## config.mk

```make
export PLATFORM = sky130hd
export DESIGN_NAME = conv_window_mac_flat
export DESIGN_NICKNAME = d
export VERILOG_FILES = /design/src/rtl/conv_window_mac_if.sv /design/src/rtl/conv_window_mac.sv /design/src/flat_wrapper.sv
export SDC_FILE = /design/constraint.sdc
export NUM_CORES = 2
export LEC_CHECK = 0
export ABC_CLOCK_PERIOD_IN_PS = 8400
export BUFFER_PORTS_ARGS = -buffer_cell sky130_fd_sc_hd__clkbuf_2
export CORE_UTILIZATION = 40
export DETAILED_ROUTE_END_ITERATION = 7
export PLACE_DENSITY_LB_ADDON = 0.2
export SETUP_SLACK_MARGIN = 0.15
export SLEW_MARGIN = 30
export SYNTH_ARGS = -nofsm -noshare
export SYNTH_HDL_FRONTEND = slang
export SYNTH_SLANG_ARGS = --single-unit
```

## constraint.sdc

```tcl
create_clock -name clock -period 8.4 [get_ports clock]
set_clock_uncertainty 0.2 [all_clocks]
set_input_delay 0.42 -clock clock [delete_from_list [all_inputs] [get_ports clock]]
set_output_delay 0.42 -clock clock [all_outputs]
set_load 0.005 [all_outputs]
```

## src/rtl/conv_window_mac_if.sv

```systemverilog
// Handshake bundle for conv_window_mac: window/kernel/bias loads in, MAC results out.
interface conv_window_mac_if #(
  parameter int KERNEL_SIZE = 3,
  parameter int DATA_SIZE   = 8,
  parameter int WEIGHT_SIZE = 8,
  parameter int ACC_SIZE    = 24
);
  logic                                          data_valid;
  logic [KERNEL_SIZE*KERNEL_SIZE*DATA_SIZE-1:0]  window_in;
  logic                                          weight_valid;
  logic [WEIGHT_SIZE-1:0]                        weight_in;
  logic                                          bias_valid;
  logic [ACC_SIZE-1:0]                           bias_in;
  logic                                          conv_valid;
  logic [ACC_SIZE-1:0]                           conv_out;
  logic                                          frame_done;

  modport master (
    output data_valid, window_in, weight_valid, weight_in, bias_valid, bias_in,
    input  conv_valid, conv_out, frame_done
  );

  modport slave (
    input  data_valid, window_in, weight_valid, weight_in, bias_valid, bias_in,
    output conv_valid, conv_out, frame_done
  );
endinterface

```

## src/rtl/conv_window_mac.sv

```systemverilog
// KxK window multiply-accumulate with in-image window qualification, serial kernel/bias load,
// optional ReLU and a fixed 3-stage pipeline.
module conv_window_mac #(
  parameter int KERNEL_SIZE = 3,
  parameter int DATA_SIZE   = 8,
  parameter int WEIGHT_SIZE = 8,
  parameter int ROW_SIZE    = 28,
  parameter int IMG_ROWS    = 28,
  parameter int ACC_SIZE    = 24,
  parameter bit RELU_EN     = 1'b1
) (
  input  logic             clock,
  input  logic             reset,
  conv_window_mac_if.slave bus
);
  localparam int KK     = KERNEL_SIZE * KERNEL_SIZE;
  localparam int PW     = DATA_SIZE + WEIGHT_SIZE + 1;
  localparam int STAGES = 3;
  localparam int CW     = $clog2(ROW_SIZE);
  localparam int RW     = $clog2(IMG_ROWS);

  logic [CW-1:0]                 r_col;
  logic [RW-1:0]                 r_row;
  logic signed [WEIGHT_SIZE-1:0] r_w [KK];
  logic signed [ACC_SIZE-1:0]    r_bias;
  logic signed [PW-1:0]          r_prod [KK];
  logic signed [PW-1:0]          w_prod [KK];
  logic signed [ACC_SIZE-1:0]    r_sum, w_sum, w_res, w_relu, r_out;
  logic [STAGES:1]               r_vld_pipe, r_last_pipe;
  logic                          w_col_end, w_row_end, w_keep;

  assign w_col_end = (r_col == CW'(ROW_SIZE - 1));
  assign w_row_end = (r_row == RW'(IMG_ROWS - 1));
  // Counters are pre-increment here, so the window is judged at its newest pixel.
  assign w_keep    = bus.data_valid && (r_col >= CW'(KERNEL_SIZE - 1)) &&
                     (r_row >= RW'(KERNEL_SIZE - 1));

  always_ff @(posedge clock) begin
    if (reset) begin
      r_col <= '0;
      r_row <= '0;
    end else if (bus.data_valid) begin
      if (w_col_end) begin
        r_col <= '0;
        r_row <= w_row_end ? '0 : r_row + 1'b1;
      end else begin
        r_col <= r_col + 1'b1;
      end
    end
  end

  // Kernel shifts toward index 0, so the first-written coefficient ends at index 0.
  always_ff @(posedge clock) begin
    if (reset) begin
      for (int i = 0; i < KK; i++) r_w[i] <= '0;
      r_bias <= '0;
    end else begin
      if (bus.weight_valid) begin
        for (int i = 0; i < KK - 1; i++) r_w[i] <= r_w[i+1];
        r_w[KK-1] <= bus.weight_in;
      end
      if (bus.bias_valid) r_bias <= bus.bias_in;
    end
  end

  for (genvar i = 0; i < KK; i++) begin : g_lane
    logic signed [PW-1:0] w_px, w_wt;
    assign w_px      = {{(PW - DATA_SIZE){1'b0}}, bus.window_in[i*DATA_SIZE +: DATA_SIZE]};
    assign w_wt      = {{(PW - WEIGHT_SIZE){r_w[i][WEIGHT_SIZE-1]}}, r_w[i]};
    assign w_prod[i] = w_px * w_wt;
  end

  always_comb begin
    w_sum = '0;
    for (int i = 0; i < KK; i++)
      w_sum = w_sum + {{(ACC_SIZE - PW){r_prod[i][PW-1]}}, r_prod[i]};
  end

  assign w_res  = r_sum + r_bias;
  assign w_relu = (RELU_EN && w_res[ACC_SIZE-1]) ? '0 : w_res;

  always_ff @(posedge clock) begin
    if (reset) begin
      for (int i = 0; i < KK; i++) r_prod[i] <= '0;
      r_sum       <= '0;
      r_out       <= '0;
      r_vld_pipe  <= '0;
      r_last_pipe <= '0;
    end else begin
      if (w_keep) for (int i = 0; i < KK; i++) r_prod[i] <= w_prod[i];
      if (r_vld_pipe[1]) r_sum <= w_sum;
      if (r_vld_pipe[2]) r_out <= w_relu;
      r_vld_pipe  <= {r_vld_pipe[STAGES-1:1], w_keep};
      r_last_pipe <= {r_last_pipe[STAGES-1:1], w_keep & w_col_end & w_row_end};
    end
  end

  assign bus.conv_valid = r_vld_pipe[STAGES];
  assign bus.conv_out   = r_out;
  assign bus.frame_done = r_last_pipe[STAGES];
endmodule
```

## src/flat_wrapper.sv

```systemverilog
// flat-port wrapper written by rule: the top's interface ports become plain ports
module conv_window_mac_flat 
#(
  parameter int KERNEL_SIZE = 3,
  parameter int DATA_SIZE   = 8,
  parameter int WEIGHT_SIZE = 8,
  parameter int ROW_SIZE    = 28,
  parameter int IMG_ROWS    = 28,
  parameter int ACC_SIZE    = 24,
  parameter bit RELU_EN     = 1'b1
)
  (clock, reset, bus_data_valid, bus_window_in, bus_weight_valid, bus_weight_in, bus_bias_valid, bus_bias_in, bus_conv_valid, bus_conv_out, bus_frame_done);
  conv_window_mac_if #(.KERNEL_SIZE(KERNEL_SIZE), .DATA_SIZE(DATA_SIZE), .WEIGHT_SIZE(WEIGHT_SIZE), .ACC_SIZE(ACC_SIZE)) bus_i ();
  input  logic clock;
  input  logic reset;
  input wire logic [$bits(bus_i.data_valid)-1:0] bus_data_valid;
  input wire logic [$bits(bus_i.window_in)-1:0] bus_window_in;
  input wire logic [$bits(bus_i.weight_valid)-1:0] bus_weight_valid;
  input wire logic [$bits(bus_i.weight_in)-1:0] bus_weight_in;
  input wire logic [$bits(bus_i.bias_valid)-1:0] bus_bias_valid;
  input wire logic [$bits(bus_i.bias_in)-1:0] bus_bias_in;
  output wire logic [$bits(bus_i.conv_valid)-1:0] bus_conv_valid;
  output wire logic [$bits(bus_i.conv_out)-1:0] bus_conv_out;
  output wire logic [$bits(bus_i.frame_done)-1:0] bus_frame_done;
  assign bus_i.data_valid = bus_data_valid;
  assign bus_i.window_in = bus_window_in;
  assign bus_i.weight_valid = bus_weight_valid;
  assign bus_i.weight_in = bus_weight_in;
  assign bus_i.bias_valid = bus_bias_valid;
  assign bus_i.bias_in = bus_bias_in;
  assign bus_conv_valid = bus_i.conv_valid;
  assign bus_conv_out = bus_i.conv_out;
  assign bus_frame_done = bus_i.frame_done;
  conv_window_mac #(.KERNEL_SIZE(KERNEL_SIZE), .DATA_SIZE(DATA_SIZE), .WEIGHT_SIZE(WEIGHT_SIZE), .ROW_SIZE(ROW_SIZE), .IMG_ROWS(IMG_ROWS), .ACC_SIZE(ACC_SIZE), .RELU_EN(RELU_EN)) u_core (.clock(clock), .reset(reset), .bus(bus_i));
endmodule
```

# Yosys cells after proc, flatten, opt, wreduce, memory -nomap -nowiden
# Memory sizes are Yosys's and may differ from the RTL's.
# Cells that the tools add are included.
[word_totals] in_bits=109 memories=2 mem_bits_rw=225 wordCells=85 register_bits=88 output_inout_bits=26
[mem_list] name="u_core.r_prod" depth=9 word_bits=17 read_ports=9 rd_clocked_by_memory_dff=0 wr=9 line_no="conv_window_mac.sv:26" rtl="logic signed [PW-1:0] r_prod [KK];"
[mem_list] name="u_core.r_w" depth=9 word_bits=8 read_ports=9 rd_clocked_by_memory_dff=0 wr=9 line_no="conv_window_mac.sv:24" rtl="logic signed [WEIGHT_SIZE-1:0] r_w [KK];"
[op_classes] n_mul=9 n_reduce_logical=3 order_cmp=2 bitwise=20 addsub=11 eq_ne=2 muxes=29
[ops] op="$add A24 B24 Y24" count=8
[ops] op="$mul A9 B8 Y17" count=9
[ops] op="$mux W17" count=9
[ops] op="$mux W8" count=9
[ops] op="$mux W23" count=1
[ops] op="$add A17 B17 Y18" count=1
[ops] op="$or A1 B1 Y1" count=18
[ops] op="$add A5 B1 Y5 const B" count=2
[ops] op="$eq A5 B5 Y1 const B" count=2
[ops] op="$ge A5 B2 Y1 const B" count=2
[ops] op="$mux W5" count=2
[ops] op="$mux W1" count=8
[ops] op="$and A1 B1 Y1" count=2
[ops] op="$logic_and A1 B1 Y1" count=2
[ops] op="$reduce_and A2 Y1" count=1

# Logic depth before layout (Yosys ltp)
# An unclocked memory read counts as a cell.
[depth] ltp_word=9 depth_mapped=25 mapped_depth_nobuf=25

# Worst setup path after synthesis
# No wires, ideal clock.
[synth_path] kind="register to register" start="memory u_core.r_prod[0][1] (netlist name)" end="register u_core.r_sum[21]" period_less_slack_ps=6185 required_time_ps=8138 arrival_time_ps=5924 slack_ps=2215 stages_incl_launch_ff=25 cell_sequence="edfxtp_1 -> ha_1 -> a21o_1 -> a21oi_1 -> nand2b_1 -> a2111oi_0 -> nor3_1 -> o31ai_1 -> a21oi_1 -> xnor2_1 -> fa_1 -> inv_1 -> fa_1 -> fa_1 -> inv_1 -> fa_1 -> ha_1 -> nand2_1 -> or3_1 -> nor2b_1 -> a21oi_1 -> nand2_1 -> o21a_1 -> or4b_1 -> nand3_1"
[synth_rtl] item="start, declared" line_no="conv_window_mac.sv:26"
[synth_rtl] item="end signal, assigned" line_no="conv_window_mac.sv:91" rtl="if (r_vld_pipe[1]) r_sum <= w_sum;"
[synth_rtl] item="end, declared" line_no="conv_window_mac.sv:28" rtl="logic signed [ACC_SIZE-1:0] r_sum, w_sum, w_res, w_relu, r_out;"

==> run_results.csv <==
group,metric,value,unit
clock_tree,clock_sinks,312,
routing,drt_first_pass_iters,7,
clock_tree,clock_latency,580,ps
synth,synth_top_cell_by_area,"fa_1",
clock_tree,h-tree-depth,2,
timing,period_share,80.6,%
global_routing,grt_max_degree,71,
global_routing,antenna_found_initial,0,
setup_path,critPathArrivalTime,7090,ps
routing,via_per_inst,4.91,
layout,nNetsFinal,4841,
timing,tns,0,ps
timing,drv_slew,0,
global_routing,grt.overflow.total,0,
synth,synth.cell_area,35900,um^2
floorplanning,ios,135,
power_and_ir_drop,ir_drop,0.232,mV
setup_path,worstSetupStartpointType,"register",
setup_path,rr_startpoint,"u_core.r_prod[0][18]",
placed_design,place_hpwl,67700,um
routing,drc_errors,22,
min_path,whs_endpoint,"u_core.r_prod[0][68]",
floorplanning,die_y,301,um
routing,antenna_left,0,
run_status,outcome,"complete, but fails checks",
floorplanning,core_area,88600,um^2
synth,synth-edff-count,225,
timing,setup_viol,0,
routing,wl_per_cell,16.6,um
setup_path,cp_max_fo,6,
run,drv_cap,0,
floorplanning,dieArea,90800,um^2
synth,synthCells,3680,
synth,yosysSeqAreaShare,23.7,%
setup_path,r2r_cells,24,
clock_tree,cts_tree,"done",
synth,synth-main-ff-cell,"edfxtp_1",
setup_path,critPathKind,"register to register",
setup_path,r2r-end,"u_core.r_sum[21]",
floorplanning,rows,109,
clock_tree,clkTransAtPathRegs,60,ps
floorplanning,start_util,40.4,%
placed_design,gp_congestion,0.851,
routing,dr_total_vias,24689,
placed_design,dpl_cell_area,37800,um^2
min_path,holdPathStages,2,
floorplanning,die_w,301,um
clock_tree,root_buffer,"clkbuf_16",
routing,drt_iter0_markers,1113,
layout,drive_above_1_share,5.95,%
timing,rsz0062_at_grt,"no",
run_status,violations,"DRC",
timing,slew_headroom,38.3,%
synth,yosys_warnings,0,
min_path,hold_path_class,"input port to register",
synth,synthArstFlopShare,0,%
setup_path,cp.required,8720,ps
synth,synth_top_area_share,24.8,%
synth,ys_ff_latch,312,
clock_tree,cts_buffers,41,
setup_path,end_kind,"register",
clock_tree,clk_path_buf_depth,3,
placed_design,portBuffers,133,
global_routing,grt_pass1_wl,137000,um
min_path,min-delay-start,"bus_window_in[32]",
timing,fmax,148,MHz
layout,final_cell_area,39500,um^2
synth,synth_area_leaders,"fa_1 25%, edfxtp_1 19%, ha_1 16%",
timing,hold_violations,0,
power_and_ir_drop,leakage,18.9,nW
timing,worst_pin_slew,925,ps
synth,syn_avg_cell_area,9.74,um^2
setup_path,reg2reg_slack,1630,ps
layout,n_antenna_cell,0,
routing,wl,83400,um
synth,synth_cell_type_count,64,
power_and_ir_drop,power_density,200,nW/um^2
layout,area_growth,10.3,%
global_routing,grt.total_usage,19.0,%
global_routing,grt_pass1_vias,25471,
clock_tree,postCtsSetupRepairBufs,0,
synth,synth_nets,4688,
timing,min_period,6770,ps
[cells in the mapped netlist (6+ instances only)]
| cell type | number |
|---|---|
| a211oi_1 | 13 |
| a21boi_0 | 9 |
| a21o_1 | 39 |
| a21oi_1 | 119 |
| a31oi_1 | 11 |
| a41oi_1 | 6 |
| and2_1 | 419 |
| and3_1 | 11 |
| buf_1 | 10 |
| clkbuf_1 | 51 |
| dfxtp_1 | 87 |
| edfxtp_1 | 225 |
| fa_1 | 445 |
| ha_1 | 454 |
| inv_1 | 656 |
| mux2i_1 | 41 |
| nand2_1 | 301 |
| nand2b_1 | 64 |
| nand3_1 | 41 |
| nand4_1 | 6 |
| nor2_1 | 201 |
| nor2b_1 | 35 |
| nor3_1 | 93 |
| nor3b_1 | 11 |
| o21a_1 | 26 |
| o21ai_0 | 62 |
| o21ai_1 | 15 |
| o21bai_1 | 7 |
| o31ai_1 | 13 |
| or3_1 | 19 |
| or4_1 | 9 |
| xnor2_1 | 66 |
| xor2_1 | 61 |
[worst max path at each step]
| stage | from | slack, ps | endpoint | cells after the start |
|---|---|---|---|---|
| floorplan | u_core.r_prod[0][1] | 2210 | u_core.r_sum[21] | 24 |
| global placement | u_core.r_prod[0][1] | 1700 | u_core.r_sum[21] | 24 |
| detailed placement | u_core.r_prod[0][1] | 1650 | u_core.r_sum[21] | 24 |
| CTS | u_core.r_prod[0][18] | 1610 | u_core.r_sum[21] | 24 |
| global route | u_core.r_prod[0][18] | 1260 | u_core.r_sum[21] | 24 |
| finish | u_core.r_prod[0][18] | 1630 | u_core.r_sum[21] | 24 |
[routing by layer]
metal / share of wire [%] / vias to the layer above / GRT usage [%]
li1: - / 12102 / -
met1: 47 / 12185 / 25.8
met2: 48 / 314 / 32.2
met3: 3.7 / 88 / 2.62
met4: 1.9 / 0 / 4.28
met5: 0 / - / 0
[cells by family (layout without fill, tap and decap cells)]
logic type	count (synthesis)	count (layout)	synth area share [%]
multiplexers	41	41	1.14
other	1	1	0.0105
buffers and inverters	722	907	7.59
flip-flops	312	312	23.7
AND/OR/NAND/NOR	1224	1224	17.5
XOR/XNOR	128	128	3.15
AO/OA/AOI/OAI	353	353	6.18
adder cells (fa/ha/maj)	899	899	40.7
[worst max-delay path: stages, from the launching register on]
cell and delay (ps):
edfxtp_1 430, ha_1 300, a21o_1 100, a21oi_1 80, nand2b_1 190, a2111oi_0 640
nor3_1 170, o31ai_1 380, a21oi_1 140, xnor2_1 150, fa_1 480, inv_1 50
fa_1 440, fa_1 490, inv_1 50, fa_1 430, ha_1 410, nand2_1 60
or3_1 360, nor2b_1 160, a21oi_1 180, nand2_1 80, o21a_1 200, or4b_1 470
nand3_1 90
[registers in the layout, summed over array words and instances, names as in the netlist]
name	count
u_core.bus.conv_out	23
u_core.r_w	72
u_core.r_vld_pipe	3
u_core.r_prod	153
u_core.r_row	5
u_core.r_last_pipe	3
u_core.r_sum	24
u_core.r_col	5
u_core.r_bias	24
[final cells by class]
class                      count  area [um^2]
clock inverter                28          268
inverter                     656         2460
timing repair buffer         176         1090
tap                         1165         1460
sequential                   312         8500
fill                        8624        49100
clock buffer                  47         1110
multi-input combinational   2646        24700
[report_power, final]
group          leakage (nW)  switching [mW]  internal, mW
combinational          15.3            2.45          1.84
clock                 0.659           0.750          1.06
sequential             2.95          0.0953          1.72
total                  18.9            3.29          4.62
[placed cells by master (no fill, tap or decap), types with 5 or more instances in the layout]
| cell | instances |
|---|---|
| inv_1 | 656 |
| ha_1 | 454 |
| fa_1 | 445 |
| and2_1 | 419 |
| nand2_1 | 301 |
| edfxtp_1 | 225 |
| nor2_1 | 201 |
| clkbuf_2 | 133 |
| a21oi_1 | 119 |
| nor3_1 | 93 |
| dfxtp_1 | 87 |
| xnor2_1 | 66 |
| nand2b_1 | 63 |
| o21ai_0 | 62 |
| xor2_1 | 61 |
| clkbuf_16 | 44 |
| nand3_1 | 41 |
| mux2i_1 | 41 |
| a21o_1 | 39 |
| nor2b_1 | 34 |
| dlygate4sd3_1 | 33 |
| o21a_1 | 26 |
| or3_1 | 19 |
| o21ai_1 | 15 |
| o31ai_1 | 13 |
| a211oi_1 | 13 |
| and3_1 | 11 |
| a31oi_1 | 11 |
| nor3b_1 | 11 |
| or4_1 | 9 |
| a21boi_0 | 9 |
| buf_4 | 9 |
| o21bai_1 | 7 |
| inv_6 | 7 |
| nand4_1 | 6 |
| a41oi_1 | 6 |
| clkinvlp_4 | 6 |
| clkinv_1 | 5 |
[per-stage QoR]
step | instances | utilization, % | power (mW) | hold WS, ps | setup slack [ps]
2_1_floorplan | 3680 | - | 5.05 | 214 | 2210
3_3_place_gp | 4921 | 42.6 | 6.11 | 220 | 1700
3_5_place_dp | 4922 | 42.7 | 6.13 | 226 | 1650
4_1_cts | 5030 | 44.6 | 8.01 | 68.7 | 1610
5_1_grt | 5030 | 44.6 | 8.66 | 116 | 1260
6_report | 5030 | 44.6 | 7.91 | 110 | 1630
[repair_timing]
item                                   CTS  global route
hold buffers                            33             0
endpoints found under the hold margin   34             0
resized for setup                        0             0
Power figures use the tool's default switching activity.
